--- config.mk ---
export PLATFORM = sky130hd
export DESIGN_NAME = cla_shift_add_mult
export DESIGN_NICKNAME = d
export VERILOG_FILES = /design/src/rtl/cla_shift_add_mult.sv
export SDC_FILE = /design/constraint.sdc
export NUM_CORES = 1
export LEC_CHECK = 0
export CAP_MARGIN = 5
export CORE_MARGIN = 1.5
export CORE_UTILIZATION = 45
export DETAILED_ROUTE_END_ITERATION = 10
export PLACE_DENSITY = 0.79
export SLEW_MARGIN = 20
export SYNTH_ARGS = -nofsm -noshare
export SYNTH_HDL_FRONTEND = slang
export SYNTH_SLANG_ARGS = --single-unit
export TNS_END_PERCENT = 30
--- constraint.sdc ---
create_clock -name clk -period 1.5 [get_ports clk]
set_clock_uncertainty 0.15 [all_clocks]
set_input_delay 0.45 -clock clk [delete_from_list [all_inputs] [get_ports clk]]
set_output_delay 0.45 -clock clk [all_outputs]
set_load 0.01 [all_outputs]
--- src/rtl/cla_shift_add_mult.sv ---
`default_nettype none
// ============================================================================
//  Module   : ffulladd_cla, cla_shift_add_mult
//  Purpose  : ffulladd_cla is a 4-bit carry-lookahead adder slice.
//             cla_shift_add_mult is a sequential unsigned shift-add
//             multiplier. It consumes one multiplier bit per clock and
//             time-shares a chain of ffulladd_cla slices for the
//             partial-product accumulation.
//  Revision : 1.0 - initial release
// ============================================================================

module ffulladd_cla (
    input  logic [3:0] i_a,
    input  logic [3:0] i_b,
    input  logic       i_cin,
    output logic [3:0] o_sum,
    output logic       o_cout
);

    logic [3:0] w_g;
    logic [3:0] w_p;
    logic [4:1] w_c;

    assign w_g = i_a & i_b;
    assign w_p = i_a ^ i_b;

    // Every carry is formed directly from the generate/propagate terms, so
    // there is no ripple path inside the slice.
    assign w_c[1] = w_g[0] | (w_p[0] & i_cin);
    assign w_c[2] = w_g[1] | (w_p[1] & w_g[0]) | (w_p[1] & w_p[0] & i_cin);
    assign w_c[3] = w_g[2] | (w_p[2] & w_g[1]) | (w_p[2] & w_p[1] & w_g[0])
                  | (w_p[2] & w_p[1] & w_p[0] & i_cin);
    assign w_c[4] = w_g[3] | (w_p[3] & w_g[2]) | (w_p[3] & w_p[2] & w_g[1])
                  | (w_p[3] & w_p[2] & w_p[1] & w_g[0])
                  | (w_p[3] & w_p[2] & w_p[1] & w_p[0] & i_cin);

    assign o_sum  = w_p ^ {w_c[3:1], i_cin};
    assign o_cout = w_c[4];

endmodule

module cla_shift_add_mult #(
    parameter int WIDTH = 4
) (
    input  logic                 clk,
    input  logic                 rst_n,
    input  logic                 start,
    input  logic                 abort,
    input  logic [WIDTH-1:0]     a,
    input  logic [WIDTH-1:0]     b,
    output logic                 ready,
    output logic                 busy,
    output logic                 done,
    output logic [2*WIDTH-1:0]   p
);

    localparam int c_NUM_CLA = WIDTH / 4;
    localparam int c_CNT_W   = (WIDTH > 2) ? $clog2(WIDTH) : 1;
    localparam logic [c_CNT_W-1:0] c_CNT_LAST = c_CNT_W'(WIDTH - 1);

    // Reject widths the 4-bit slice chain cannot cover exactly.
    generate
        if ((WIDTH < 4) || ((WIDTH % 4) != 0)) begin : g_bad_width
            $error("cla_shift_add_mult: WIDTH must be a multiple of 4 and >= 4");
        end
    endgenerate

    typedef enum logic [1:0] {
        ST_IDLE = 2'd0,
        ST_RUN  = 2'd1,
        ST_DONE = 2'd2
    } state_t;

    state_t                 r_state;
    state_t                 w_state_nxt;
    logic [WIDTH-1:0]       r_mcand;
    logic [2*WIDTH:0]       r_work;     // {carry, hi, lo}
    logic [c_CNT_W-1:0]     r_cnt;

    logic [WIDTH-1:0]       w_hi;
    logic [WIDTH-1:0]       w_lo;
    logic [WIDTH-1:0]       w_addend;
    logic [WIDTH-1:0]       w_sum;
    logic [c_NUM_CLA:0]     w_carry;
    logic [2*WIDTH:0]       w_step;
    logic                   w_last;
    logic                   w_unused_carry;

    assign w_hi     = r_work[2*WIDTH-1:WIDTH];
    assign w_lo     = r_work[WIDTH-1:0];
    assign w_addend = w_lo[0] ? r_mcand : '0;
    assign w_carry[0] = 1'b0;

    // The carry slot is always zero after a shift; the carry of each add is
    // folded straight into the top of hi instead.
    assign w_unused_carry = r_work[2*WIDTH];

    generate
        for (genvar gi = 0; gi < c_NUM_CLA; gi++) begin : g_cla
            ffulladd_cla u_cla (
                .i_a    (w_hi[4*gi +: 4]),
                .i_b    (w_addend[4*gi +: 4]),
                .i_cin  (w_carry[gi]),
                .o_sum  (w_sum[4*gi +: 4]),
                .o_cout (w_carry[gi+1])
            );
        end
    endgenerate

    // {cout, sum, lo} shifted right by one: the consumed multiplier bit drops
    // out of lo and the adder carry lands in the MSB of hi.
    assign w_step = {1'b0, w_carry[c_NUM_CLA], w_sum, w_lo[WIDTH-1:1]};
    assign w_last = (r_cnt == c_CNT_LAST);

    // State register.
    always_ff @(posedge clk or negedge rst_n) begin
        if (!rst_n) begin
            r_state <= ST_IDLE;
        end else begin
            r_state <= w_state_nxt;
        end
    end

    // Next-state decode; abort only matters while running.
    always_comb begin
        w_state_nxt = r_state;
        case (r_state)
            ST_IDLE: begin
                if (start) begin
                    w_state_nxt = ST_RUN;
                end
            end
            ST_RUN: begin
                if (abort) begin
                    w_state_nxt = ST_IDLE;
                end else if (w_last) begin
                    w_state_nxt = ST_DONE;
                end
            end
            ST_DONE: begin
                w_state_nxt = ST_IDLE;
            end
            default: begin
                w_state_nxt = ST_IDLE;
            end
        endcase
    end

    // Operand capture, per-bit accumulate/shift, and product commit.
    always_ff @(posedge clk or negedge rst_n) begin
        if (!rst_n) begin
            r_mcand <= '0;
            r_work  <= '0;
            r_cnt   <= '0;
            p       <= '0;
        end else begin
            case (r_state)
                ST_IDLE: begin
                    if (start) begin
                        r_mcand <= a;
                        r_work  <= {1'b0, {WIDTH{1'b0}}, b};
                        r_cnt   <= '0;
                    end
                end
                ST_RUN: begin
                    if (abort) begin
                        r_work <= '0;
                        r_cnt  <= '0;
                    end else begin
                        r_work <= w_step;
                        if (w_last) begin
                            p <= w_step[2*WIDTH-1:0];
                        end else begin
                            r_cnt <= r_cnt + 1'b1;
                        end
                    end
                end
                default: begin
                end
            endcase
        end
    end

    assign ready = (r_state == ST_IDLE);
    assign busy  = (r_state == ST_RUN);
    assign done  = (r_state == ST_DONE);

endmodule
`default_nettype wire
==> run summary <==
outcome: finished with violations
failing checks: setup timing
wire per inst: 14.4 um
Min-Delay Path Class: in2async
worst skew pair latency: 0.31 ns
Hold WS: 0.315 ns
syn nets: 117
CTS Buf Count: 3
Starting Density: 47.2%
Setup crit end kind: output port
final setup fails: 23
Placement Setup Slack: -0.414 ns
post-synthesis instance total: 99
ant diodes: 0
core area: 0.00245 sq mm
#FFs+latches synth: 24
1st-iter DRT viols: 11
via count of the first global-routing pass: 814
Overflow after GRT: 0
final wirelength: 2.39 mm
Cell variety after synth: 32
reg2reg end: p[5]
maximum vdd drop: 0.724 mV
IO Port Bufs: 22
DRC viols: 0
Power Density: 1120 mW/mm^2
Leak: 0.000784 uW
Final ANT Viol Nets: 0
CP Data Required Time: 0.90 ns
Detailed Routing Iterations Pass 1: 4
RSZ-0062 raised after global routing: yes
global-route wire length before repair: 3.66 mm
layout cells sized above 1: 40.4%
drt via density: 5.10
Max-slew headroom: 85.1%
root buffer cell: clkbuf_4
Final HPWL DP: 1.76 mm
Reg clk slew, reported paths: 0.13 ns
Clock Sinks: 24
Max clock buf depth: 2
Arr. time, crit path: 1.09 ns
Die X: 53.7 um
critical path class: reg2out
fin nets: 155
Power Total: 1760 uW
Max Fclk: 590 MHz
gr usage total: 17.9%
number of top-level pins: 23
Avg Cell Area, Syn: 11.7 sq um
P&R area growth vs syn: 35.6%
crit start category: flop
gp weighted congestion: 0.763
final setup margin: -0.194 ns
Slew Viols, Final: 0
fin crit period: 1.69 ns
initial antenna violation count: 0
post-synthesis sequential area ratio: 51.8%
fin crit share: 113%
Mapped Area: 0.00116 sq mm
fin util: 64.0%
die height: 53.7 um
CTS tree: yes
Max Cap Viol: 0
crit-path max FO: 3
Yosys Warn Count: 0
DR vias: 846
H-tree levels: 1
Worst-Margin Slew: 0.222 ns
reg2reg start: r_work[0]
DIE AREA: 0.00289 sq mm
FF-to-FF setup slack: -0.17 ns
R2R depth: 6
final hold violation count: 0
Cell Rows: 18
largest net degree at the start of global routing: 25
==> logic make-up after synthesis <==
logic type | after synthesis | synth area share (%)
multiplexers | 9 | 8.75
XOR/XNOR | 1 | 0.756
buffers and inverters | 7 | 2.81
AO/OA/AOI/OAI | 21 | 11.7
flip-flops | 24 | 51.8
AND/OR/NAND/NOR | 31 | 17.1
adder cells (fa/ha/maj) | 6 | 7.13
==> through the flow <==
stage | cell area (sq um) | setup TNS [ns] | cells
after global placement | 1520 | -7.21 | 159
final | 1570 | -2.24 | 166
after CTS | 1550 | -2.46 | 166
after global routing | 1570 | -3.42 | 166
after detailed placement | 1520 | -8.21 | 159
after floorplan | 1190 | -0.362 | 99
==> where the power goes <==
| part | leakage, uW | internal (uW) | total [uW] | switching, uW |
|---|---|---|---|---|
| logic | 0.000448 | 313 | 569 | 256 |
| clock network | 0.0000210 | 148 | 338 | 190 |
| registers | 0.000316 | 769 | 854 | 84.4 |
| total | 0.000784 | 1230 | 1760 | 530 |
==> final cells by class <==
type	instances	area, sq um
sequential	24	601
timing repair buffer	36	289
clock buffer	4	36.3
tap	30	37.5
inverter	4	15.0
fill	189	883
multi-input combinational	68	593
==> cell usage after synthesis <==
cell	count	area share (%)
nor2b_1	4	2.2
buf_4	1	0.65
and2b_1	1	0.65
and2_1	3	1.6
dfrtp_1	24	52
ha_1	5	5.4
a21oi_1	3	1.3
o21a_1	1	0.65
a21o_1	1	0.65
o31ai_2	1	1.1
mux2_2	8	7.8
a22o_1	1	0.76
and3_1	1	0.54
mux2_1	1	0.97
nand4bb_4	1	2.4
or3b_4	1	0.97
xor2_1	1	0.76
nand2b_1	1	0.54
nor3b_2	2	2.2
a22oi_1	2	1.3
nor2_1	2	0.65
o21bai_1	1	0.65
nor3_1	1	0.43
o31ai_1	1	0.65
inv_1	4	1.3
buf_2	2	0.86
or2_2	1	0.54
nand2_1	12	3.9
fa_1	1	1.7
o21ai_0	9	3.9
a2bb2oi_1	1	0.76
nor2_2	1	0.54
==> metal layers <==
metal  GRT usage (%)  vias up  routed length, um
met5               0        -                  0
met4            5.13        0                 22
met3            2.50        2                 77
met2            30.5       17               1250
met1            23.7      413               1040
li1                -      414                  -
==> cells in the final DEF (no fill, tap or decap), types with 2 or more instances in the layout <==
| cell type | n |
|---|---|
| dfrtp_1 | 24 |
| buf_4 | 12 |
| nand2_1 | 11 |
| buf_2 | 11 |
| clkdlybuf4s50_1 | 10 |
| o21ai_1 | 7 |
| nor2b_1 | 4 |
| mux2_4 | 4 |
| mux2_2 | 4 |
| inv_1 | 3 |
| a21oi_1 | 3 |
| ha_1 | 3 |
| clkbuf_4 | 3 |
| nor2_1 | 2 |
| and2_1 | 2 |
| o21ai_2 | 2 |
| nor3b_2 | 2 |
| a22oi_1 | 2 |
==> registers in the layout, summed over array words and instances, names as in the netlist <==
register and count:
r_mcand 4, r_state 2, p 8, r_cnt 2, r_work 8
==> critical path, stage by stage (launching register included) <==
cell     delay (ns)
dfrtp_1        0.42
buf_6          0.12
nor2b_1        0.10
buf_2          0.14
==> worst max-delay path by stage <==
stage          startpoint          to  slack [ns]  cells after the start
4_1_cts        r_state[1]        busy       -0.22                      3
3_5_place_dp        abort    r_cnt[0]       -0.41                      4
6_report       r_state[1]        busy       -0.19                      3
5_1_grt        r_state[1]        busy       -0.26                      3
2_1_floorplan   r_work[0]        p[4]       -0.06                      5
3_3_place_gp        start  r_mcand[1]       -0.35                      4
==> repair_timing <==
action	4_1_cts	5_1_grt
hold buffers	0	0
cloned	0	0
gates resized for setup	54	9
buffers inserted	3	0
pin swaps	7	3
setup endpoints to repair	25	27
Power figures use the tool's default switching activity.
